**config.mk**
```make
export PLATFORM = sky130hd
export DESIGN_NAME = demux_1x2_skid
export DESIGN_NICKNAME = d
export VERILOG_FILES = /design/src/rtl/demux_1x2_skid_pkg.sv /design/src/rtl/demux_1x2_skid_sat_counter.sv /design/src/rtl/demux_1x2_skid.sv
export SDC_FILE = /design/constraint.sdc
export NUM_CORES = 1
export LEC_CHECK = 0
export CORE_MARGIN = 3
export CORE_UTILIZATION = 43
export DETAILED_ROUTE_END_ITERATION = 8
export PLACE_DENSITY = 0.74
export RECOVER_POWER = 25
export SLEW_MARGIN = 5
export SYNTH_ARGS = -nofsm -noshare
export SYNTH_HDL_FRONTEND = slang
export SYNTH_SLANG_ARGS = --single-unit
```
**constraint.sdc**
```tcl
create_clock -name clk -period 1.8 [get_ports clk]
set_clock_uncertainty 0.2 [all_clocks]
set_input_delay 0.18 -clock clk [delete_from_list [all_inputs] [get_ports clk]]
set_output_delay 0.18 -clock clk [all_outputs]
set_load 0.05 [all_outputs]
```
**src/rtl/demux_1x2_skid_pkg.sv**
```systemverilog
// demux_1x2_skid_pkg: occupancy encoding and delivery counter width
package demux_1x2_skid_pkg;
    localparam int CNT_W = 16;
    typedef enum logic [1:0] {EMPTY = 2'd0, ONE = 2'd1, TWO = 2'd2} occ_t;
endpackage

```
**src/rtl/demux_1x2_skid_sat_counter.sv**
```systemverilog
// sat_counter: delivery counter that sticks at all-ones
module sat_counter
    import demux_1x2_skid_pkg::*;
(
    input  logic             clk,
    input  logic             rst_n,
    input  logic             inc,
    output logic [CNT_W-1:0] cnt
);
    always_ff @(posedge clk)
        if (!rst_n) cnt <= '0;
        else if (inc && cnt != {CNT_W{1'b1}}) cnt <= cnt + 1'b1;
endmodule

```
**src/rtl/demux_1x2_skid.sv**
```systemverilog
// demux_1x2_skid: two-entry skid buffer routing each beat to Out1 or Out2 in order
module demux_1x2_skid
    import demux_1x2_skid_pkg::*;
#(
    parameter int n = 32
) (
    input  logic             clk,
    input  logic             rst_n,
    input  logic [n-1:0]     In,
    input  logic             In_valid,
    input  logic             Choose,
    output logic             In_ready,
    output logic [n-1:0]     Out1,
    output logic [n-1:0]     Out2,
    output logic             Out1_valid,
    output logic             Out2_valid,
    input  logic             Out1_ready,
    input  logic             Out2_ready,
    output logic [CNT_W-1:0] Cnt1,
    output logic [CNT_W-1:0] Cnt2
);
    occ_t state, nxt;
    logic head_sel, skid_sel, accept, deliver;
    logic [n-1:0] head_data, skid_data;
    assign accept = In_valid & In_ready;
    assign deliver = (state != EMPTY) & (head_sel ? Out2_ready : Out1_ready);
    assign Out1_valid = (state != EMPTY) & ~head_sel;
    assign Out2_valid = (state != EMPTY) & head_sel;
    assign Out1 = head_data;
    assign Out2 = head_data;
    always_comb
        nxt = (state == EMPTY) ? (accept ? ONE : EMPTY) :
              (state == ONE)   ? ((accept && !deliver) ? TWO : (!accept && deliver) ? EMPTY : ONE) :
                                 (deliver ? ONE : TWO);
    always_ff @(posedge clk)
        if (!rst_n) begin
            state     <= EMPTY;
            In_ready  <= 1'b1;
            head_sel  <= 1'b0;
            head_data <= '0;
            skid_sel  <= 1'b0;
            skid_data <= '0;
        end else begin
            state    <= nxt;
            In_ready <= nxt != TWO;
            if (accept && (state == EMPTY || deliver)) {head_sel, head_data} <= {Choose, In};
            else if (state == TWO && deliver) {head_sel, head_data} <= {skid_sel, skid_data};
            if (accept && state == ONE && !deliver) {skid_sel, skid_data} <= {Choose, In};
        end
    sat_counter u_cnt1 (.clk(clk), .rst_n(rst_n), .inc(Out1_valid & Out1_ready), .cnt(Cnt1));
    sat_counter u_cnt2 (.clk(clk), .rst_n(rst_n), .inc(Out2_valid & Out2_ready), .cnt(Cnt2));
endmodule

```
==> reports/results.ini <==
[floorplan]
die_w_um = 112.4
coreArea_um2 = 10940
die_h_um = 112.4
pin_count = 137
row_count = 38
dieArea_um2 = 12640
start_util = 0.4453

[worst_setup_path]
critPathKind = flop to flop
cp-end-kind = flop
cpPeakStageDelay_ns = 0.53
path_cells = ha_4 -> nand4_1 -> nor4b_4 -> buf_4 -> or4_4 -> a21oi_2
cp.arrival_ns = 1.95
r2r_slack_ns = -0.07
start_kind = flop
crit_required_ns = 1.88
cp_slowest_cell = or4_4
path_max_fanout = 6

[clock_network]
h-tree-depth = 3
clockBufferDepth = 2
clock_sinks = 101
path_clk_slew_ns = 0.08
clk_latency_ns = 0.35
cts_root_buf = clkbuf_16
postCtsHoldBufs = 0
cts_tree = built
cts_buffers = 9

[global_routing]
grt_max_degree = 34
antenna_found_initial = 0
grt_pass1_wl_um = 21020
grt_pass1_vias = 4341
overflow = 0
track_usage = 0.1997

[sta]
layout_setup_ws_ns = -0.07035
hold_viol = 0
period_needed_ns = 1.870
relSlewSlack = 0.5976
post-route-period-util = 1.039
rsz0062_at_grt = true
tns_ns = -0.5178
setup_viol = 23
worst_slew_pin_slew_ns = 0.6062
slew_violations = 0
timing.fmax_mhz = 534.7

[routing]
drc = 0
finalWirelength_um = 15480
viasPerCell = 5.660
dr.first_iter.drc_count = 266
routedWlPerCell_um = 18.40
drt_pre_antenna_iters = 4
via_count = 4760
antenna_left = 0

[yosys]
yosysWarnings = 0
avgSynthCellArea_um2 = 8.952
yosysSeqAreaShare = 0.4152
ys_ff_latch = 101
synth_edf_count = 0
async_flop_share = 0
syn_area_um2 = 4870
ys.flop_type = dfxtp_1
synth_fp_nets = 585
synth_cells = 544
synth.distinct_cells = 42

[layout]
fin_cells = 841
drive_gt1_frac = 0.5292
diodes = 0
post-route-util = 0.7048
area_delta_synth_final_pct = 58.27
final_cell_mix = 122 x buf_4, 73 x nand2_1, 65 x dfxtp_1, 35 x clkdlybuf4s50_1, 32 x a211oi_2
final_area_um2 = 7707
nets = 737
layout_commonest_cell = buf_4

[placed_design]
gp_congestion = 0.8298
place_area_um2 = 6384
hpwlAfterDp_um = 8870
portBuffers = 136
dp_cells = 791

[power]
leakage_nw = 2.777
worst_ir_drop_vdd_uv = 619.2
p_total_mw = 6.263
p_per_area_nw_per_um2 = 812.6

[flow_run]
maxCapViolCount = 0

[min_path]
hold_path_class = input port to flop

[run_status]
status = finished with violations
violations = setup timing

## cell families after synthesis
group                      after synthesis  share of synthesized area
DFF                                    101                     0.4152
adders and majority gates                3                   0.007709
AOI/OAI and AO/OA                      127                     0.1942
and+or+nand+nor                        195                     0.1994
muxes                                   39                    0.08016
xor gates and xnor gates                 1                   0.001799
buffers and inverters                   78                     0.1015
## timing repair
action                                  in CTS  in global routing
pin swaps                                   13                 54
endpoints found under the setup margin      90                 89
resized for setup                           15                144
setup buffers                                3                 15
cloned                                       2                 16
## sequential cells by signal, summed over array words and instances (netlist names)
register / flops
In_ready: 1
Out1: 32
head_sel: 1
skid_data: 32
skid_sel: 1
state: 2
u_cnt1.cnt: 16
u_cnt2.cnt: 16
## area by class of cell
| cell class | count | area [um2] |
|---|---|---|
| Sequential cell | 101 | 2125 |
| Clock inverter | 7 | 86.33 |
| Fill cell | 778 | 3228 |
| Inverter | 9 | 35.03 |
| Clock buffer | 9 | 225.2 |
| Multi-Input combinational cell | 367 | 3114 |
| Timing Repair Buffer | 208 | 1947 |
| Tap cell | 140 | 175.2 |
## synth_stat cells, types with 2 or more instances
library cell	count	area, um2
or3_1	5	31.28
inv_1	8	30.03
nor2_1	36	135.1
nor3b_1	2	15.01
and3_1	3	18.77
nand3_1	11	55.05
or4_1	18	135.1
dfxtp_1	101	2022
buf_2	8	40.04
nand3b_1	2	15.01
buf_6	7	78.83
and4_1	5	43.79
nand2b_1	6	37.54
buf_4	37	277.8
o21ai_0	9	45.04
a21oi_1	59	295.3
nor4_1	4	25.02
o31ai_1	18	135.1
a211oi_1	3	22.52
mux2i_1	39	390.4
nand4_1	11	68.82
nor3_1	2	10.01
nand2_1	84	315.3
ha_1	3	37.54
clkbuf_1	17	63.81
a211oi_2	30	375.4
## worst max-delay path, delay by kind of cell, from the launching register on
family / cells / cell delay [ns]
and+or+nand+nor: 3 / 0.78
DFF: 1 / 0.35
AOI/OAI and AO/OA: 1 / 0.15
buffers and inverters: 1 / 0.16
adders and majority gates: 1 / 0.16
## path summary, 6_finish.rpt
kind                                      to                        from  cells past startpoint
setup / recovery  u_cnt2.cnt[5]$_SDFFE_PN0P_  u_cnt2.cnt[0]$_SDFFE_PN0P_                      6
hold / removal     skid_data[3]$_SDFFE_PN0P_                       In[3]                      3
setup reg to reg  u_cnt2.cnt[5]$_SDFFE_PN0P_  u_cnt2.cnt[0]$_SDFFE_PN0P_                      6
hold reg to reg    skid_data[2]$_SDFFE_PN0P_   skid_data[2]$_SDFFE_PN0P_                      2
## power by group
part           switching, mW  leakage [nW]  internal, mW  total [mW]
Clock                  0.986         0.151          1.00        1.99
Combinational           1.12          1.78         0.711        1.83
Sequential             0.126         0.847          2.32        2.45
## routing by layer
metal	global-route usage	up-vias	wire, um
met3	0.05391	18	947
met1	0.2456	2336	6309
met2	0.3456	161	7999
li1	-	2245	-
met5	0	-	0
met4	0.05369	0	218
## stage by stage
stage / worst slack [ns] / hold slack (ns)
after floorplan: -0.02366 / 0.1160
after global placement: -0.3190 / 0.2408
after detailed placement: -0.4217 / 0.2463
after CTS: -0.06048 / 0.1997
after global routing: -0.1443 / 0.2134
final: -0.07035 / 0.2083
(Power assumes the default switching activity.)
